### src/rtl/keypad_time_entry_pkg.sv
// Shared types and constants for the keypad time-entry front end.
// Provides the key-code encoding, the debouncer state encoding and the one-hot decoder.
package keypad_time_entry_pkg;

    localparam int DIGIT_W  = 4;
    localparam int NUM_KEYS = 10;

    localparam logic [DIGIT_W-1:0] KEY_NONE  = 4'hF;
    localparam logic [DIGIT_W-1:0] KEY_MULTI = 4'hE;

    typedef enum logic [2:0] {
        ST_IDLE       = 3'd0,
        ST_PRESS_DB   = 3'd1,
        ST_HELD       = 3'd2,
        ST_RELEASE_DB = 3'd3,
        ST_BLOCKED    = 3'd4
    } kbd_state_t;

    // One-hot keypad vector to digit; no key gives KEY_NONE and chords give KEY_MULTI.
    function automatic logic [DIGIT_W-1:0] decode_key(input logic [NUM_KEYS-1:0] keys);
        logic [DIGIT_W-1:0] code;
        int unsigned        ones;
        code = KEY_NONE;
        ones = 0;
        for (int i = 0; i < NUM_KEYS; i++) begin
            if (keys[i]) begin
                ones = ones + 1;
                code = DIGIT_W'(i);
            end
        end
        if (ones > 1) begin
            code = KEY_MULTI;
        end
        return code;
    endfunction

endpackage

### src/rtl/keypad_time_entry_debouncer.sv
// Keypad sampler and debouncer: one sync register, one-hot decode and the press/release FSM.
// Exposes the combinational accept for the entry buffer plus registered strobe/code outputs.
module key_debouncer
    import keypad_time_entry_pkg::*;
#(
    parameter int DEBOUNCE_CYCLES = 2
) (
    input  logic                clk,
    input  logic                reset,
    input  logic [NUM_KEYS-1:0] kbd,
    output logic                accept,
    output logic [DIGIT_W-1:0]  accept_code,
    output logic                key_strobe,
    output logic [DIGIT_W-1:0]  key_code
);

    localparam int CNT_W = (DEBOUNCE_CYCLES < 2) ? 1 : $clog2(DEBOUNCE_CYCLES + 1);
    localparam logic [CNT_W-1:0] DB_LAST = CNT_W'(DEBOUNCE_CYCLES);
    localparam logic [CNT_W-1:0] CNT_ONE = CNT_W'(1);

    logic [NUM_KEYS-1:0] kbd_q;
    kbd_state_t          state, state_n;
    logic [DIGIT_W-1:0]  cand, cand_n;
    logic [CNT_W-1:0]    cnt, cnt_n, cnt_inc;
    logic [DIGIT_W-1:0]  sample;
    logic                is_none, is_multi, is_digit;

    assign sample   = decode_key(kbd_q);
    assign is_none  = (sample == KEY_NONE);
    assign is_multi = (sample == KEY_MULTI);
    assign is_digit = !is_none && !is_multi;
    assign cnt_inc  = cnt + CNT_ONE;

    // Next-state logic; the counter tracks consecutive matching samples in the current state.
    always_comb begin
        state_n     = state;
        cand_n      = cand;
        cnt_n       = cnt;
        accept      = 1'b0;
        accept_code = cand;
        case (state)
            ST_IDLE: begin
                if (is_digit) begin
                    cand_n      = sample;
                    accept_code = sample;
                    cnt_n       = CNT_ONE;
                    if (DB_LAST == CNT_ONE) begin
                        accept  = 1'b1;
                        state_n = ST_HELD;
                    end else begin
                        state_n = ST_PRESS_DB;
                    end
                end else if (is_multi) begin
                    cnt_n   = '0;
                    state_n = ST_BLOCKED;
                end else begin
                    state_n = ST_IDLE;
                end
            end
            ST_PRESS_DB: begin
                if (is_multi) begin
                    cnt_n   = '0;
                    state_n = ST_BLOCKED;
                end else if (sample == cand) begin
                    if (cnt_inc == DB_LAST) begin
                        accept  = 1'b1;
                        state_n = ST_HELD;
                    end else begin
                        cnt_n = cnt_inc;
                    end
                end else begin
                    state_n = ST_IDLE;
                end
            end
            ST_HELD: begin
                if (is_none) begin
                    cnt_n   = CNT_ONE;
                    state_n = (DB_LAST == CNT_ONE) ? ST_IDLE : ST_RELEASE_DB;
                end else begin
                    state_n = ST_HELD;
                end
            end
            ST_RELEASE_DB: begin
                if (!is_none) begin
                    state_n = ST_HELD;
                end else if (cnt_inc == DB_LAST) begin
                    state_n = ST_IDLE;
                end else begin
                    cnt_n = cnt_inc;
                end
            end
            ST_BLOCKED: begin
                if (!is_none) begin
                    cnt_n = '0;
                end else if (cnt_inc == DB_LAST) begin
                    state_n = ST_IDLE;
                end else begin
                    cnt_n = cnt_inc;
                end
            end
            default: begin
                state_n = ST_IDLE;
                cnt_n   = '0;
            end
        endcase
    end

    // Sync register, FSM state and the registered keystroke outputs.
    always_ff @(posedge clk) begin
        if (reset) begin
            kbd_q      <= '0;
            state      <= ST_IDLE;
            cand       <= '0;
            cnt        <= '0;
            key_strobe <= 1'b0;
            key_code   <= '0;
        end else begin
            kbd_q      <= kbd;
            state      <= state_n;
            cand       <= cand_n;
            cnt        <= cnt_n;
            key_strobe <= accept;
            if (accept) begin
                key_code <= accept_code;
            end
        end
    end

endmodule

### src/rtl/keypad_time_entry.sv
// Keypad time-entry top: debounced keystrokes shifted into a 3-digit M:SS BCD buffer.
// The downstream controller reads the buffer and empties it with take or clear.
module keypad_time_entry
    import keypad_time_entry_pkg::*;
#(
    parameter int DEBOUNCE_CYCLES = 2,
    parameter int MAX_SEC_TENS    = 5
) (
    input  logic                clk,
    input  logic                reset,
    input  logic [NUM_KEYS-1:0] kbd,
    input  logic                clear,
    input  logic                entry_en,
    input  logic                take,
    output logic [DIGIT_W-1:0]  min_bcd,
    output logic [DIGIT_W-1:0]  sec_tens_bcd,
    output logic [DIGIT_W-1:0]  sec_ones_bcd,
    output logic [1:0]          digit_cnt,
    output logic                time_valid,
    output logic                key_strobe,
    output logic [DIGIT_W-1:0]  key_code
);

    localparam logic [DIGIT_W-1:0] SEC_TENS_MAX = DIGIT_W'(MAX_SEC_TENS);

    logic               accept;
    logic [DIGIT_W-1:0] accept_code;
    logic               shift_in;

    key_debouncer #(
        .DEBOUNCE_CYCLES(DEBOUNCE_CYCLES)
    ) u_debouncer (
        .clk        (clk),
        .reset      (reset),
        .kbd        (kbd),
        .accept     (accept),
        .accept_code(accept_code),
        .key_strobe (key_strobe),
        .key_code   (key_code)
    );

    assign shift_in = accept && entry_en;

    // Entry buffer: clear beats take, and a take coinciding with a keystroke restarts from that digit.
    always_ff @(posedge clk) begin
        if (reset || clear) begin
            min_bcd      <= '0;
            sec_tens_bcd <= '0;
            sec_ones_bcd <= '0;
            digit_cnt    <= 2'd0;
        end else if (take) begin
            min_bcd      <= '0;
            sec_tens_bcd <= '0;
            sec_ones_bcd <= shift_in ? accept_code : '0;
            digit_cnt    <= shift_in ? 2'd1 : 2'd0;
        end else if (shift_in) begin
            min_bcd      <= sec_tens_bcd;
            sec_tens_bcd <= sec_ones_bcd;
            sec_ones_bcd <= accept_code;
            digit_cnt    <= (digit_cnt == 2'd3) ? 2'd3 : digit_cnt + 2'd1;
        end
    end

    assign time_valid = (|{min_bcd, sec_tens_bcd, sec_ones_bcd}) && (sec_tens_bcd <= SEC_TENS_MAX);

endmodule

### config.mk
export PLATFORM = sky130hd
export DESIGN_NAME = keypad_time_entry
export DESIGN_NICKNAME = d
export VERILOG_FILES = /design/src/rtl/keypad_time_entry_pkg.sv /design/src/rtl/keypad_time_entry_debouncer.sv /design/src/rtl/keypad_time_entry.sv
export SDC_FILE = /design/constraint.sdc
export NUM_CORES = 1
export LEC_CHECK = 0
export BUFFER_PORTS_ARGS = -buffer_cell sky130_fd_sc_hd__buf_2
export CORE_MARGIN = 3
export CORE_UTILIZATION = 53
export DETAILED_ROUTE_END_ITERATION = 12
export HOLD_SLACK_MARGIN = 0.1
export PLACE_DENSITY_LB_ADDON = 0.12
export SYNTH_ARGS = -nofsm -noshare
export SYNTH_HDL_FRONTEND = slang
export SYNTH_HIERARCHICAL = 1
export SYNTH_SLANG_ARGS = --single-unit
### constraint.sdc
create_clock -name clk -period 6.1 [get_ports clk]
set_input_delay 1.22 -clock clk [delete_from_list [all_inputs] [get_ports clk]]
set_output_delay 1.22 -clock clk [all_outputs]
set_load 0.02 [all_outputs]
==> out/qor_table.md, run 1 <==
| Result | Reported |
| --- | --- |
| Result of the run | completed |
| CTS HTree Levels | 2 |
| Clock transition at the register clock pins on the worst setup and hold paths after CTS | 0.07 ns |
| Classification of the worst-slack hold path | reg2reg |
| Antenna fix cells | 0 |
| Maximum number of pins on one net before global-route repair | 26 |
| Net switching power | 312.5 uW |
| Data arrival time of the critical path | 6.16 ns |
| Number of hold buffers added after cts | 0 |
| Number of enable-type register cells in the synthesized netlist | 0 |
| Residual DRC | 0 |
| Post-synthesis async set-or-reset flop share | 0 |
| Worst setup path startpoint | u_debouncer/kbd_q[1] |
| Post-synthesis register bit count | 38 |
| Share of cells above drive strength 1 | 0.3228 |
| Number of routed nets with antenna violations | 0 |
| Transition time at the pin with the least slew margin | 0.6472 ns |
| First-pass GRT wire length | 10.41 mm |
| Vias per cell | 5.703 |
| Cell with the biggest individual delay on the critical path | or4b_4 |
| Die Y-Extent | 78.33 um |
| Clock Skews | 0.008794 ns |
| Compound-cell area share of the yosys netlist | 0.2144 |
| Number of buffers added by the clock tree synthesis step | 5 |
| Worst reg2reg startpoint | u_debouncer/kbd_q[1] |
| Synthesized netlist net count | 361 |
| Largest family of logic cells by synthesized area | simple AND/OR/NAND/NOR gates |
| Maximum single-stage delay on the critical path | 0.52 ns |
| Cell internal pwr | 562.1 uW |
| Max rail drop VDD | 0.0002016 V |
| Total half-perimeter wirelength after legalization and detailed placement | 4.643 mm |
| Cell count along the critical path | 30 |
| Net total in the final layout | 407 |
| Post-route fraction of the period consumed by the critical path | 0.9787 |
| Relative slew margins | 0.5640 |
| Minimum period implied by the final worst setup slack | 5.970 ns |
| Max-cap violation count | 0 |
| Top cell family by delay on the critical path | simple AND/OR/NAND/NOR gates |
| RSZ-0062 raised after global routing | yes |
| Root buffer cell | clkbuf_8 |
| Clock tree from TritonCTS | done |
| Seq/Total Area, Yosys | 0.2744 |
| TritonRoute pass-1 iters | 5 |
| Clk Latency, worst-skew pair | 0.29 ns |
| Sequential Power Share | 0.335 |
| Reg2Reg Depth | 30 |
| Placed Instance Area | 3126 um^2 |
| Die X | 78.33 um |
| Final routed wirelength across all metal layers | 6.234 mm |
| Post-DR wirelength/cell | 13.92 um |
| Register-to-register setup slack | 0.13 ns |
| Clock group share of total power | 0.206 |
| Switching part of the total | 0.3573 |
| Sort of element at the start of the critical path | flop |
| Type of element capturing the critical path | flop |
| Simple logic cell fraction of the synthesized area | 0.2870 |
| Netlist area before placement | 2773 um^2 |
| Reg-to-reg endpoint | u_debouncer/cand[0] |
| Setup_tns | 0 ns |
| Total via count after detailed routing | 2555 |
| Mapped Avg Cell Area | 8.301 um^2 |
| All-Layer GR Usage | 0.2052 |
| Number of distinct library cells after synthesis | 67 |
| Row Count | 25 |
| Vias in the first global route | 2326 |
| Power density over cell area | 256.7 nW/um^2 |
| Combinational share of power | 0.459 |
| Number of DRC markers in iteration 0 | 125 |
| Top FF cell, synth | dfxtp_1 |
| Number of hold-slack violations in the final timing report | 0 |
| Yosys synthesis warning count | 6 |
| Fill cell instance count of the final layout | 419 |
| Clk sink count | 38 |
| Area of the core region | 4880 um^2 |
| Largest fanout on the critical path | 6 |
| Clock Tree Buf Depth | 2 |
| Leakage | 0.001330 uW |
| Utilization after layout | 0.6982 |
| Maximum clock frequency | 167.5 MHz |
| Antenna violations before repair | 0 |
| Final setup fails | 0 |
| I/O Pins | 35 |
| Layout Cell Area excl Fill | 3407 um^2 |
| Endpoint of the worst setup timing path | u_debouncer/cand[0] |
| Layout Area Growth over Synthesis | 22.88% |
| Share of synthesized cell area in full adder, half adder and majority cells | 0.05415 |
| Classification of the worst setup path | reg2reg |
| Gr ovfl total | 0 |
| Critical Path RT | 6.29 ns |
| Post-Synth XOR/XNOR Area | 0.1060 |
| Effective utilization at floorplan | 0.5682 |
| Critical path buffer and inverter count | 3 |
| Cell seen most often among critical-path stages | ha_4 |
| Multiplexer fraction of the synthesized cell area | 0.01940 |
| Input/output buffers | 34 |
| Synthesized netlist cell count | 334 |
| Routability congestion estimate from global placement | 0.8885 |
| Die Area | 6136 um^2 |
| Final Max Tran Viols | 0 |
[logic make-up after synthesis]
| family | count (synthesis) |
|---|---|
| and+or+nand+nor | 145 |
| AOI/OAI and AO/OA | 81 |
| DFF | 38 |
| buffers and inverters | 29 |
| xor gates and xnor gates | 24 |
| adders and majority gates | 12 |
| muxes | 5 |
[per-stage QoR]
step           power, uW  instances  setup slack (ns)  hold slack (ns)
2_1_floorplan      546.0        334           0.01418           0.4434
3_3_place_gp       603.5        432           0.04103           0.4524
3_5_place_dp       612.2        432          -0.08903           0.4546
4_1_cts            798.6        440          0.006882           0.4671
5_1_grt            927.5        448           -0.1632           0.4901
6_report           874.7        448            0.1301           0.4651
[layout by cell type (no fill, tap or decap), drive strengths merged, types with 6 or more instances in the layout]
cell type   n
a211oi      6
nor2       25
dfxtp      38
ha         12
nor2b      12
nor3        8
xor2        7
buf        56
nand3      10
nand2b      8
inv        12
or2         6
xnor2      14
o21ai      11
clkbuf      6
a21oi      29
nand2      41
nand3b      6
[flip-flops by register name, indices dropped and copies added, names as in the netlist]
name	flops
u_debouncer/cand	4
sec_ones_bcd	4
u_debouncer/key_strobe	1
u_debouncer/kbd_q	10
u_debouncer/state	3
min_bcd	4
sec_tens_bcd	4
u_debouncer/key_code	4
u_debouncer/cnt	2
digit_cnt	2
[area by class of cell]
| cell class | count | area [um^2] | area share |
|---|---|---|---|
| clock buffers | 6 | 82.58 | 0.02424 |
| clock inverters | 2 | 12.51 | 0.003672 |
| multi-input cells | 267 | 2081 | 0.6107 |
| inverters | 12 | 45.04 | 0.01322 |
| repair buffers | 56 | 339.1 | 0.09952 |
| flip-flops and latches | 38 | 763.2 | 0.2240 |
| well taps | 67 | 83.83 | 0.02461 |
[what timing repair did]
action	CTS	global route
setup endpoints to repair	9	27
gates resized for setup	3	27
endpoints found under the hold margin	0	0
pin swaps	0	20
buffers inserted	0	8
[worst min-delay path: stages, from the launching register on]
cell and delay, ns:
dfxtp_1 0.31, nand2b_1 0.06, a21oi_1 0.05
[power by group through the flow]
stage	clock (uW)	sequential, uW	combinational (uW)
after floorplan	0	280	266
after global placement	0	296	308
after detailed placement	0	296	316
after CTS	185	290	323
after global routing	196	297	434
final	180	293	401
[how the worst min path moves through the flow]
stage | start | to | depth (start not counted)
floorplan | u_debouncer/cnt[1] | u_debouncer/cnt[1] | 2
global placement | u_debouncer/key_code[0] | u_debouncer/key_code[0] | 2
detailed placement | u_debouncer/key_code[0] | u_debouncer/key_code[0] | 2
CTS | u_debouncer/cnt[1] | u_debouncer/cnt[1] | 2
global route | u_debouncer/cnt[1] | u_debouncer/cnt[1] | 2
finish | u_debouncer/key_code[0] | u_debouncer/key_code[0] | 2
[synthesized netlist by cell type (5+ instances only)]
| cell type | count | area (um^2) |
|---|---|---|
| a211oi_1 | 5 | 37.54 |
| a21oi_1 | 21 | 105.1 |
| a21oi_2 | 8 | 70.07 |
| buf_2 | 6 | 30.03 |
| clkbuf_1 | 10 | 37.54 |
| dfxtp_1 | 38 | 760.7 |
| ha_1 | 12 | 150.1 |
| inv_1 | 12 | 45.04 |
| nand2_1 | 41 | 153.9 |
| nand2b_1 | 8 | 50.05 |
| nand3_1 | 9 | 45.04 |
| nand3b_1 | 6 | 45.04 |
| nor2_1 | 24 | 90.09 |
| nor2b_1 | 12 | 75.07 |
| nor3_1 | 6 | 30.03 |
| o21ai_0 | 11 | 55.05 |
| o31a_1 | 5 | 43.79 |
| xnor2_1 | 13 | 113.9 |
[layer usage]
layer	track usage	routed length, um	part of all wire
met1	0.2862	2967	0.48
met2	0.3253	2854	0.46
met3	0.03211	335	0.054
met4	0.06469	77	0.012
met5	0	0	0
Note: power is estimated with default switching activity, not from simulation.
==> run 2: changes to the inputs <==
--- a/config.mk
+++ b/config.mk
@@ -6,7 +6,6 @@
 export NUM_CORES = 1
 export LEC_CHECK = 0
 export BUFFER_PORTS_ARGS = -buffer_cell sky130_fd_sc_hd__buf_2
-export CORE_MARGIN = 3
 export CORE_UTILIZATION = 53
 export DETAILED_ROUTE_END_ITERATION = 12
 export HOLD_SLACK_MARGIN = 0.1
==> run 2 against run 1 <==
First-iteration DRC count fell by 14%; die area fell by 10%; critical endpoint is now u_debouncer/cnt[1]; worst hold slack improved by 0.0039 ns.
==> out/qor_table.md, run 2 (synthesis results as in run 1) <==
| Result | Reported | vs previous |
| --- | --- | --- |
| Result of the run | completed |  |
| Post-route non-filler standard cell count | 448 | unchanged |
| Power density over cell area | 272.7 nW/um^2 | +6.2% |
| Layout Area Growth over Synthesis | 24.19% |  |
| Number of buffers added by the clock tree synthesis step | 5 | unchanged |
| Critical Path RT | 6.31 ns | +0.02 ns |
| Residual DRC | 0 | unchanged |
| Maximum number of pins on one net before global-route repair | 26 | unchanged |
| Clk Latency, worst-skew pair | 0.29 ns | about the same |
| Clk sink count | 38 | unchanged |
| Clock Skews | 0.005721 ns | -0.003073 ns |
| RSZ-0062 raised after global routing | yes |  |
| Type of element capturing the critical path | flop |  |
| TritonRoute pass-1 iters | 4 | -1 |
| Max-cap violation count | 0 | unchanged |
| Share of cells above drive strength 1 | 0.3202 | -0.002625 |
| Maximum clock frequency | 165.9 MHz | -0.95% |
| Post-DR wirelength/cell | 13.68 um | -1.7% |
| Clock tree from TritonCTS | done |  |
| Largest fanout on the critical path | 6 | unchanged |
| Clock transition at the register clock pins on the worst setup and hold paths after CTS | 0.07 ns | about the same |
| I/O Pins | 35 | unchanged |
| Classification of the worst setup path | reg2reg |  |
| Row Count | 25 | unchanged |
| Relative slew margins | 0.5611 | -0.002933 |
| Flip-flop count of the largest register, all copies and words added | 10 | unchanged |
| Die X | 74.33 um | -5.1% |
| Data arrival time of the critical path | 6.23 ns | +0.07 ns |
| Register containing the most flip-flops in the final layout | u_debouncer/kbd_q |  |
| Utilization after layout | 0.7056 | +0.007436 |
| Antenna violations before repair | 0 | unchanged |
| Transition time at the pin with the least slew margin | 0.6418 ns | -0.005357 ns |
| Die Y-Extent | 74.33 um | -5.1% |
| Final routed wirelength across all metal layers | 6.128 mm | -1.7% |
| Most common cell after layout, fill and taps aside | nand2_1 |  |
| Cell seen most often among critical-path stages | ha_4 |  |
| Gr ovfl total | 0 | unchanged |
| Total half-perimeter wirelength after legalization and detailed placement | 4.580 mm | -1.4% |
| Post-placement worst setup slack | -0.1283 ns | -0.03929 ns |
| Clock group share of total power | 0.280 | +0.074 |
| Routability congestion estimate from global placement | 0.8451 | -4.9% |
| Area of the core region | 4880 um^2 | unchanged |
| Maximum single-stage delay on the critical path | 0.52 ns | about the same |
| Net total in the final layout | 407 | unchanged |
| Cell count after placement | 432 | unchanged |
| Effective utilization at floorplan | 0.5682 | unchanged |
| Number of hold buffers added after cts | 0 | unchanged |
| Most frequent cells in the layout | nand2_1 (39), dfxtp_1 (36), buf_2 (34), nor2_1 (24), buf_4 (22) |  |
| Final Max Tran Viols | 0 | unchanged |
| Post-route fraction of the period consumed by the critical path | 0.9880 | +0.009377 |
| Hold Slack | 0.4690 ns | +0.003875 ns |
| Number of hold-slack violations in the final timing report | 0 | unchanged |
| Vias per cell | 5.605 | -1.7% |
| Input/output buffers | 34 | unchanged |
| Final setup fails | 0 | unchanged |
| Register-to-register setup slack | 0.07 ns | -0.06 ns |
| Cell internal pwr | 635.3 uW | +13% |
| Vias in the first global route | 2191 | -5.8% |
| CTS HTree Levels | 2 | unchanged |
| Combinational share of power | 0.409 | -0.050 |
| Number of DRC markers in iteration 0 | 107 | -14% |
| Clock Tree Buf Depth | 2 | unchanged |
| Sequential Power Share | 0.312 | -0.023 |
| Max rail drop VDD | 0.0002072 V | +2.8% |
| Net switching power | 303.7 uW | -2.8% |
| Total via count after detailed routing | 2511 | -1.7% |
| Minimum period implied by the final worst setup slack | 6.027 ns | +0.05720 ns |
| Antenna fix cells | 0 | unchanged |
| Root buffer cell | clkbuf_8 |  |
| Number of routed nets with antenna violations | 0 | unchanged |
| Switching part of the total | 0.3234 | -0.03394 |
| Leakage | 0.001355 uW | +1.9% |
| Die Area | 5525 um^2 | -10% |
| First-pass GRT wire length | 9.832 mm | -5.5% |
| Sort of element at the start of the critical path | flop |  |
| Setup ws final | 0.07293 ns | -0.05720 ns |
| All-Layer GR Usage | 0.2314 | +0.02621 |
| Classification of the worst-slack hold path | reg2reg |  |
| Cell with the biggest individual delay on the critical path | or4b_4 |  |
## run 2: cell count changes in the layout (fill, tap and decap cells not counted), moves of 2 or more
cell / before / now
bufinv_16: 0 / 2
o21ai_1: 2 / 0
o21ai_2: 1 / 3
xnor2_2: 2 / 4
## run 2: per-stage QoR
step | setup TNS (ns) | total power (uW) | cell area [um^2]
3_3_place_gp | 0 | 602.3 | 3126
3_5_place_dp | -0.7186 | 612.5 | 3126
4_1_cts | 0 | 883.6 | 3294
5_1_grt | -0.7702 | 993.0 | 3443
2_1_floorplan | 0 | 546.0 | 2860
6_report | 0 | 939.0 | 3443
## run 2: repair_timing
action / CTS / global route
pin swaps: 0 / 19
gates resized for setup: 6 / 20
hold endpoints to repair: 0 / 0
endpoints found under the setup margin: 10 / 27
setup buffers: 0 / 8
## run 2: cell type report
type | instances | area, um^2
Multi-Input combinational cell | 267 | 2073
Fill cell | 393 | 1436
Sequential cell | 38 | 763.2
Timing Repair Buffer | 56 | 335.3
Tap cell | 67 | 83.83
Clock buffer | 6 | 82.58
Clock inverter | 2 | 60.06
Inverter | 12 | 45.04
## run 2: power groups by stage
stage / clock, uW / sequential (uW) / combinational, uW
global route: 278 / 296 / 419
global placement: 0 / 296 / 307
detailed placement: 0 / 296 / 316
floorplan: 0 / 280 / 266
CTS: 268 / 290 / 326
finish: 263 / 293 / 384
## run 2: path summary, 6_finish.rpt
path | from | end | depth (start not counted)
min | u_debouncer/key_code[0] | u_debouncer/key_code[0] | 2
max | u_debouncer/kbd_q[1] | u_debouncer/cnt[1] | 30
max reg2reg | u_debouncer/kbd_q[1] | u_debouncer/cnt[1] | 30
min reg2reg | u_debouncer/key_code[0] | u_debouncer/key_code[0] | 2
## run 2: routing by layer
| metal | up-vias | global-route usage | routed length, um |
|---|---|---|---|
| met1 | 1155 | 0.3202 | 2946 |
| met5 | - | 0 | 0 |
| met4 | 0 | 0.07547 | 66 |
| met3 | 6 | 0.05285 | 262 |
| met2 | 57 | 0.3576 | 2853 |
| li1 | 1293 | - | - |
## run 2: critical path, delay by kind of cell, from the launching register on
family                     cells  cell delay [ns]
AOI/OAI and AO/OA              8             1.39
xor gates and xnor gates       4             0.71
adders and majority gates      6             1.42
buffers and inverters          3             0.25
DFF                            1             0.35
muxes                          1             0.28
and+or+nand+nor                8             1.55
